<file path="src/rtl/uart_pkg.sv">
`default_nettype none
// +----------------------------------------------------------------------------+
// | Package    : uart_pkg                                                      |
// | Description: Shared definitions for the UART receive path: receive FSM     |
// |              state encoding, default clock/baud settings, frame width and  |
// |              the clocks-per-bit helper.                                    |
// | Revision   : 1.0  initial release                                          |
// +----------------------------------------------------------------------------+
package uart_pkg;

  // Default operating point
  localparam int DEF_CLK_HZ = 50_000_000;
  localparam int DEF_BAUD   = 115200;

  // One frame = start + 8 data + stop
  localparam int FRAME_BITS = 10;

  // Receive FSM state encoding
  localparam logic [2:0] IDLE  = 3'd0;
  localparam logic [2:0] START = 3'd1;
  localparam logic [2:0] DATA  = 3'd2;
  localparam logic [2:0] STOP  = 3'd3;
  localparam logic [2:0] DONE  = 3'd4;
  localparam logic [2:0] BREAK = 3'd5;

  typedef enum logic [2:0] {
    S_IDLE  = IDLE,
    S_START = START,
    S_DATA  = DATA,
    S_STOP  = STOP,
    S_DONE  = DONE,
    S_BREAK = BREAK
  } rx_state_e;

  // Integer divide; callers must keep the result >= 4 so the half-bit
  // sample point is meaningful.
  function automatic int clks_per_bit(input int clk_hz, input int baud);
    return clk_hz / baud;
  endfunction

endpackage
`default_nettype wire

</file>
<file path="src/rtl/uart_rx_shreg.sv">
`default_nettype none
// +----------------------------------------------------------------------------+
// | Module     : uart_rx_shreg                                                 |
// | Description: 10-bit receive shift register. Each shift_en strobe moves the |
// |              register one place toward bit 0 and loads din into q[9].      |
// |              After a full frame: q[0]=start, q[8:1]=data, q[9]=stop.       |
// | Ports      : CLOCK_50 (in,1)  system clock                                 |
// |              reset_n  (in,1)  asynchronous active-low reset                |
// |              shift_en (in,1)  shift strobe                                 |
// |              din      (in,1)  bit to shift in                              |
// |              q        (out,10) register contents                           |
// | Revision   : 1.0  initial release                                          |
// +----------------------------------------------------------------------------+
module uart_rx_shreg
  import uart_pkg::*;
(
  input  logic                  CLOCK_50,
  input  logic                  reset_n,
  input  logic                  shift_en,
  input  logic                  din,
  output logic [FRAME_BITS-1:0] q
);

  logic [FRAME_BITS-1:0] q_q;
  logic [FRAME_BITS-1:0] q_d;

  always_comb begin
    q_d = q_q;
    if (shift_en) begin
      q_d = {din, q_q[FRAME_BITS-1:1]};
    end
  end

  always_ff @(posedge CLOCK_50 or negedge reset_n) begin
    if (!reset_n) begin
      q_q <= '0;
    end else begin
      q_q <= q_d;
    end
  end

  assign q = q_q;

endmodule
`default_nettype wire

</file>
<file path="src/rtl/uart_rx_shift_ctrl.sv">
`default_nettype none
// +----------------------------------------------------------------------------+
// | Module     : uart_rx_shift_ctrl                                            |
// | Description: UART receive sequencer. Synchronises the serial line, detects |
// |              the start bit, times mid-bit sampling, strobes the frame      |
// |              shift register once per bit, validates the stop bit and hands |
// |              the byte to the host with a level-valid / ack handshake and   |
// |              overrun reporting.                                            |
// | Ports      : CLOCK_50   (in,1)  system clock, rising edge                  |
// |              reset_n    (in,1)  asynchronous active-low reset              |
// |              rx         (in,1)  raw serial line, idle high, asynchronous   |
// |              rx_ack     (in,1)  host consumed rx_data (1-cycle pulse)      |
// |              rx_data    (out,8) last good received byte                    |
// |              data_avail (out,1) rx_data holds an unacknowledged byte       |
// |              frame_err  (out,1) pulse: stop bit sampled low                |
// |              overrun    (out,1) pulse: good byte replaced an unacked byte  |
// |              busy       (out,1) receiver not idle                          |
// | Revision   : 1.0  initial release                                          |
// +----------------------------------------------------------------------------+
module uart_rx_shift_ctrl
  import uart_pkg::*;
#(
  parameter int CLK_HZ = DEF_CLK_HZ,
  parameter int BAUD   = DEF_BAUD
) (
  input  logic       CLOCK_50,
  input  logic       reset_n,
  input  logic       rx,
  input  logic       rx_ack,
  output logic [7:0] rx_data,
  output logic       data_avail,
  output logic       frame_err,
  output logic       overrun,
  output logic       busy
);

  localparam int CLKS_PER_BIT = clks_per_bit(CLK_HZ, BAUD);
  localparam int HALF         = CLKS_PER_BIT / 2;
  localparam int CNT_W        = $clog2(CLKS_PER_BIT);

  localparam logic [CNT_W-1:0] CNT_LAST = CNT_W'(CLKS_PER_BIT - 1);
  localparam logic [CNT_W-1:0] CNT_MID  = CNT_W'(HALF - 1);

  // --------------------------------------------------------------------------
  // Two-flop synchroniser; resets to the idle (high) line level so a reset
  // release never looks like a start bit.
  // --------------------------------------------------------------------------
  logic sync1_q;
  logic sync2_q;
  logic rx_s;

  always_ff @(posedge CLOCK_50 or negedge reset_n) begin
    if (!reset_n) begin
      sync1_q <= 1'b1;
      sync2_q <= 1'b1;
    end else begin
      sync1_q <= rx;
      sync2_q <= sync1_q;
    end
  end

  assign rx_s = sync2_q;

  // --------------------------------------------------------------------------
  // Frame shift register
  // --------------------------------------------------------------------------
  logic                  shift_en;
  logic [FRAME_BITS-1:0] shreg_q;

  uart_rx_shreg u_shreg (
    .CLOCK_50 (CLOCK_50),
    .reset_n  (reset_n),
    .shift_en (shift_en),
    .din      (rx_s),
    .q        (shreg_q)
  );

  // Start and stop positions are checked live on rx_s; only the data bits
  // are read back from the register.
  logic unused_frame_bits;
  assign unused_frame_bits = shreg_q[FRAME_BITS-1] ^ shreg_q[0];

  // --------------------------------------------------------------------------
  // FSM, counters and output registers
  // --------------------------------------------------------------------------
  rx_state_e        state_q,      state_d;
  logic [CNT_W-1:0] cnt_q,        cnt_d;
  logic [3:0]       bitn_q,       bitn_d;
  logic [7:0]       rx_data_q,    rx_data_d;
  logic             data_avail_q, data_avail_d;
  logic             frame_err_q,  frame_err_d;
  logic             overrun_q,    overrun_d;
  logic             busy_q,       busy_d;

  always_comb begin
    state_d      = state_q;
    cnt_d        = cnt_q;
    bitn_d       = bitn_q;
    rx_data_d    = rx_data_q;
    data_avail_d = data_avail_q;
    frame_err_d  = 1'b0;
    overrun_d    = 1'b0;
    shift_en     = 1'b0;

    // Host handshake; the DONE branch below overrides this so an ack that
    // coincides with a new byte leaves data_avail set.
    if (rx_ack && data_avail_q) begin
      data_avail_d = 1'b0;
    end

    case (state_q)
      S_IDLE: begin
        if (!rx_s) begin
          state_d = S_START;
          cnt_d   = '0;
        end
      end

      S_START: begin
        if (cnt_q == CNT_MID) begin
          if (rx_s) begin
            // Glitch shorter than half a bit: false start
            state_d = S_IDLE;
          end else begin
            state_d  = S_DATA;
            cnt_d    = '0;
            bitn_d   = '0;
            shift_en = 1'b1;
          end
        end else begin
          cnt_d = cnt_q + 1'b1;
        end
      end

      S_DATA: begin
        if (cnt_q == CNT_LAST) begin
          shift_en = 1'b1;
          cnt_d    = '0;
          bitn_d   = bitn_q + 4'd1;
          if (bitn_q == 4'd7) begin
            state_d = S_STOP;
          end
        end else begin
          cnt_d = cnt_q + 1'b1;
        end
      end

      S_STOP: begin
        if (cnt_q == CNT_LAST) begin
          shift_en = 1'b1;
          cnt_d    = '0;
          if (rx_s) begin
            state_d = S_DONE;
          end else begin
            frame_err_d = 1'b1;
            state_d     = S_BREAK;
          end
        end else begin
          cnt_d = cnt_q + 1'b1;
        end
      end

      S_DONE: begin
        rx_data_d    = shreg_q[8:1];
        data_avail_d = 1'b1;
        overrun_d    = data_avail_q & ~rx_ack;
        state_d      = S_IDLE;
      end

      S_BREAK: begin
        // Hold off until the line returns high so a stuck-low line cannot
        // retrigger a stream of bogus frames.
        if (rx_s) begin
          state_d = S_IDLE;
        end
      end

      default: begin
        state_d = S_IDLE;
      end
    endcase

    // Registered from the next state so busy lines up with state_q
    busy_d = (state_d != S_IDLE);
  end

  always_ff @(posedge CLOCK_50 or negedge reset_n) begin
    if (!reset_n) begin
      state_q      <= S_IDLE;
      cnt_q        <= '0;
      bitn_q       <= '0;
      rx_data_q    <= '0;
      data_avail_q <= 1'b0;
      frame_err_q  <= 1'b0;
      overrun_q    <= 1'b0;
      busy_q       <= 1'b0;
    end else begin
      state_q      <= state_d;
      cnt_q        <= cnt_d;
      bitn_q       <= bitn_d;
      rx_data_q    <= rx_data_d;
      data_avail_q <= data_avail_d;
      frame_err_q  <= frame_err_d;
      overrun_q    <= overrun_d;
      busy_q       <= busy_d;
    end
  end

  assign rx_data    = rx_data_q;
  assign data_avail = data_avail_q;
  assign frame_err  = frame_err_q;
  assign overrun    = overrun_q;
  assign busy       = busy_q;

endmodule
`default_nettype wire

</file>
<file path="config.mk">
export PLATFORM = sky130hd
export DESIGN_NAME = uart_rx_shift_ctrl
export DESIGN_NICKNAME = d
export VERILOG_FILES = /design/src/rtl/uart_pkg.sv /design/src/rtl/uart_rx_shreg.sv /design/src/rtl/uart_rx_shift_ctrl.sv
export SDC_FILE = /design/constraint.sdc
export NUM_CORES = 1
export LEC_CHECK = 0
export BUFFER_PORTS_ARGS = -buffer_cell sky130_fd_sc_hd__buf_2
export CAP_MARGIN = 20
export CELL_PAD_IN_SITES_DETAIL_PLACEMENT = 0
export CELL_PAD_IN_SITES_GLOBAL_PLACEMENT = 2
export CORE_UTILIZATION = 40
export DETAILED_ROUTE_END_ITERATION = 16
export PLACE_DENSITY_LB_ADDON = 0.1
export SYNTH_ARGS = -nofsm -noshare
export SYNTH_HDL_FRONTEND = slang
export SYNTH_HIERARCHICAL = 1
export SYNTH_SLANG_ARGS = --single-unit
export TNS_END_PERCENT = 20
</file>
<file path="constraint.sdc">
create_clock -name CLOCK_50 -period 2.1 [get_ports CLOCK_50]
set_input_delay 0.21 -clock CLOCK_50 [delete_from_list [all_inputs] [get_ports CLOCK_50]]
set_output_delay 0.21 -clock CLOCK_50 [all_outputs]
set_load 0.01 [all_outputs]
</file>
Yosys cells after proc, flatten, opt, wreduce, memory -nomap -nowiden
Cells that the tools add are included.
{"block": "op_classes", "n_reduce_logical": 8, "eq_ne": 11, "mux": 26, "n_addsub": 2, "n_bitwise": 2}
{"operator": "2-to-1 mux 9 bit", "count": 3}
{"operator": "case mux 9 bit (3 select lines)", "count": 1}
{"operator": "2-to-1 mux 3 bit", "count": 6}
{"operator": "case mux 3 bit (5 select lines)", "count": 1}
{"operator": "2-to-1 mux 4 bit", "count": 3}
{"operator": "adder 9 x 1 -> 9 bit, second input constant", "count": 1}
{"operator": "== test 9 x 8 -> 1 bit, second input constant", "count": 1}
{"operator": "== test 9 bit, second input constant", "count": 1}
{"operator": "2-to-1 mux 1 bit", "count": 9}
{"operator": "case mux 4 bit (2 select lines)", "count": 1}
{"operator": "== test 3 x 2 -> 1 bit, second input constant", "count": 2}
{"operator": "== test 3 bit, second input constant", "count": 2}
{"operator": "inequality test 2 bit, second input constant", "count": 3}
{"operator": "nonzero test 3 bit", "count": 2}
{"operator": "adder 4 x 1 -> 4 bit, second input constant", "count": 1}
{"operator": "== test 4 x 3 -> 1 bit, second input constant", "count": 1}
{"operator": "AND reduction 4 bit", "count": 1}
{"operator": "nonzero test 2 bit", "count": 2}
{"operator": "== test 3 x 1 -> 1 bit, second input constant", "count": 1}
{"operator": "logical NOT 3 bit", "count": 1}
{"operator": "2-to-1 mux 2 bit", "count": 1}
{"operator": "case mux 1 bit (2 select lines)", "count": 1}
{"operator": "OR reduction 2 bit", "count": 1}
{"operator": "bitwise AND 1 bit", "count": 1}
{"operator": "2 further kinds", "count": 2}
{"block": "word_totals", "reg_bits": 40, "word_cells": 60, "input_bits": 4, "output_inout_bits": 12}

Longest topological paths before layout
{"block": "depth", "word_depth": 5, "ltp_mapped": 8, "mapped_depth_nobuf": 7}

Modules after synthesis
Netlist, hierarchy kept.
{"module": "uart_rx_shift_ctrl", "n_inst": 1, "area_per_inst_um2": 1654.1, "seq_area_each_um2": 753.2, "cells_each": 161}
{"module": "uart_rx_shreg", "n_inst": 1, "area_per_inst_um2": 411.6, "seq_area_each_um2": 250.2, "cells_each": 21}

Worst setup path before layout
OpenSTA, ideal clock, no wires.
{"block": "synth_timing", "path_kind": "register -> register", "startpoint": "register cnt_q[1]", "endpoint": "register u_shreg.q_q[0] (netlist: u_shreg/q[0])", "n_path_buf": 1, "synth_period_minus_slack_ps": 1896, "setup_slack_ps": 204, "setup_ps": 125, "path_stages_with_launch": 8, "arrival_time_ps": 1771, "cell_sequence": "dfrtp_1 inv_1 ha_1 nand4bb_4 or3_1 nand2_1 buf_6 mux2_4"}
{"block": "synth_via", "elab_chain_cells": 3}
{"element": "start, declared", "line_no": "uart_rx_shift_ctrl.sv:87", "source": "logic [CNT_W-1:0] cnt_q, cnt_d;"}
{"element": "start signal, assigned", "line_no": "uart_rx_shift_ctrl.sv:199", "source": "cnt_q <= cnt_d;"}
{"element": "== test 9 bit or == test 9 x 8 -> 1 bit (tied branches)", "line_no": "uart_rx_shift_ctrl.sv:136, uart_rx_shift_ctrl.sv:149, uart_rx_shift_ctrl.sv:120"}
{"element": "2-to-1 mux 1 bit, on equally long branches", "line_no": "uart_rx_shift_ctrl.sv:136, uart_rx_shift_ctrl.sv:149, uart_rx_shift_ctrl.sv:120"}
{"element": "case mux 1 bit (2 select lines) (*)", "line_no": "uart_rx_shift_ctrl.sv:111", "source": "case (state_q)"}
{"element": "via shift_en", "line_no": "uart_rx_shift_ctrl.sv:67", "source": "logic shift_en;"}
{"element": "end signal, assigned", "line_no": "uart_rx_shreg.sv:38", "source": "q_q <= q_d;"}
{"element": "end, declared", "line_no": "uart_rx_shreg.sv:24", "source": "logic [FRAME_BITS-1:0] q_q;"}
Mark *: on every way through the listed nets, which the timed path passes. The rest lies on a longest branch.
A chain may end at the register's enable or synchronous reset.

Worst setup path in the final report
{"block": "layout_timing", "startpoint": "register cnt_q[0]", "endpoint": "register u_shreg.q_q[6] (netlist: u_shreg/q[6])"}
Same word-level chain as after synthesis.

==> impl_results.md <==
- Avg Inst Size Synth: 11.3 sq um
- Antenna diodes: 0
- Placer congestion estimate: 0.822
- Row Count: 25
- FMAX: 526 MHz
- Via density: 5.11
- Pre-Repair DR Iteration Count: 4
- CTS Hold Bufs: 0
- DRT iter0 DRCs: 78
- CTS Sinks: 39
- Routed WL per cell: 14.3 um
- Vias: 1394
- Worst Skew: 4.36 ps
- Post-DRT Antenna Nets: 0
- Root buf cell: clkbuf_8
- Slew @ Worst Pin: 858 ps
- Multi-input logic area: 983 sq um
- Overflow left after global routing: 0
- Pwr/cell area: 637 nW/um^2
- Commonest non-fill, non-tap cell in the layout: dfrtp_1
- Pleak: 1.09 nW
- Area growth from synthesis to layout: 16.3%
- CP Launch Type: register
- Outcome: finished, final reports clean
- Total negative slack: 0 ps
- Post-CTS setup buffers: 0
- H-tree levels: 2
- Global-route wire length before repair: 6890 um
- FF+latch area: 978 sq um
- Core Region: 4790 sq um
- VDD IR-drop max: 248 uV
- TritonCTS clock tree: done
- Worst-path fanout max: 9
- Detailed Place HPWL: 2760 um
- IO buf count: 15
- DIE AREA: 5350 sq um
- Min Tclk post-route: 1900 ps
- Most frequent cells in the layout: dfrtp_1 (37), nand2_1 (33), buf_2 (15)
- Cells after synthesis: 180
- Die H: 73.2 um
- Num CTS Buffers: 5
- Final hold violation count: 0
- CTS resizes: 0
- Non-filler cells, final: 273
- Fill cells: 452
- Chip Width: 73.2 um
- Ports: 16
- Placed insts: 265
- Vias in the first global route: 1412
- Largest net degree at the start of global routing: 40
- RSZ-0062 raised after global routing: false
- Initial antenna violation count: 0
- Slew headroom: 0.428
- Maximum clock insertion buffer count: 2
- Final Max Tran Viols: 0
- WS Path Type: register to register
- Crit path DAT: 2070 ps
- Mapped Nets: 188
- Gr usage total: 0.170
- Layout Nets: 213
- Skew-Pair Late Insertion Delay: 280 ps
- DRC viols: 0
- Final setup vio count: 0
- Post-Route WL: 3920 um
- Ys Warns: 6
- Initial Util: 0.423
- Min-Delay Path Class: input port to register
- Clock transition at path regs: 70 ps
- Number of max-cap violations: 0
- Required time of the critical path: 2260 ps
- Share of cells above drive strength 1: 0.286
- R2r setup slk: 200 ps
- Period utilization: 0.905
- Cell Area, Synth: 2030 sq um
- CP Capture Type: register
[layout make-up]
type,count,area share
sequential,39,0.415
clock inverter,2,0.0255
inverter,8,0.0127
timing repair buffer,23,0.0627
multi-input combinational,128,0.417
tap,67,0.0356
clock buffer,6,0.0308
[path summary, 6_finish.rpt]
check                          from           end  cells past startpoint
hold reg to reg             sync1_q          rx_s                      0
max in group asynchronous   reset_n      cnt_q[7]                      1
setup / recovery           cnt_q[0]  u_shreg/q[6]                      6
setup reg to reg           cnt_q[0]  u_shreg/q[6]                      6
hold / removal                   rx       sync1_q                      1
min in group asynchronous   reset_n    rx_data[1]                      1
[state kept, by name (all words and copies together) (netlist names)]
name,count
rx_s,1
bitn_q,4
frame_err,1
state_q,3
rx_data,8
sync1_q,1
cnt_q,9
overrun,1
u_shreg/q,9
busy,1
data_avail,1
[metal layers]
metal | part of all wire | up-vias | global-route usage
met3 | 0.025 | 2 | 0.0345
met4 | 0.0064 | 0 | 0.0523
li1 | - | 685 | -
met2 | 0.51 | 19 | 0.287
met1 | 0.46 | 688 | 0.218
met5 | 0 | - | 0
[critical path: stages (launching register included)]
cell and delay, ps:
dfrtp_1 430, ha_1 240, nand4bb_4 120, or3_1 410
nand2_1 130, buf_12 150, mux2_4 310
[per-stage QoR]
stage          hold WS [ps]  setup slack, ps  power, mW   util  cell area [sq um]
2_1_floorplan         -85.6              214      0.774      -               2030
3_3_place_gp            315              250      0.792  0.465               2220
3_5_place_dp            316              213      0.793  0.465               2220
4_1_cts                10.5              199       1.52  0.492               2360
5_1_grt                13.9             80.5       1.56  0.492               2360
6_report               18.6              199       1.50  0.492               2360
[power by group]
part / internal (mW) / switching, mW
Combinational: 0.00375 / 0.0165
Sequential: 0.754 / 0.00271
Clock: 0.475 / 0.250
(Power assumes the default switching activity.)
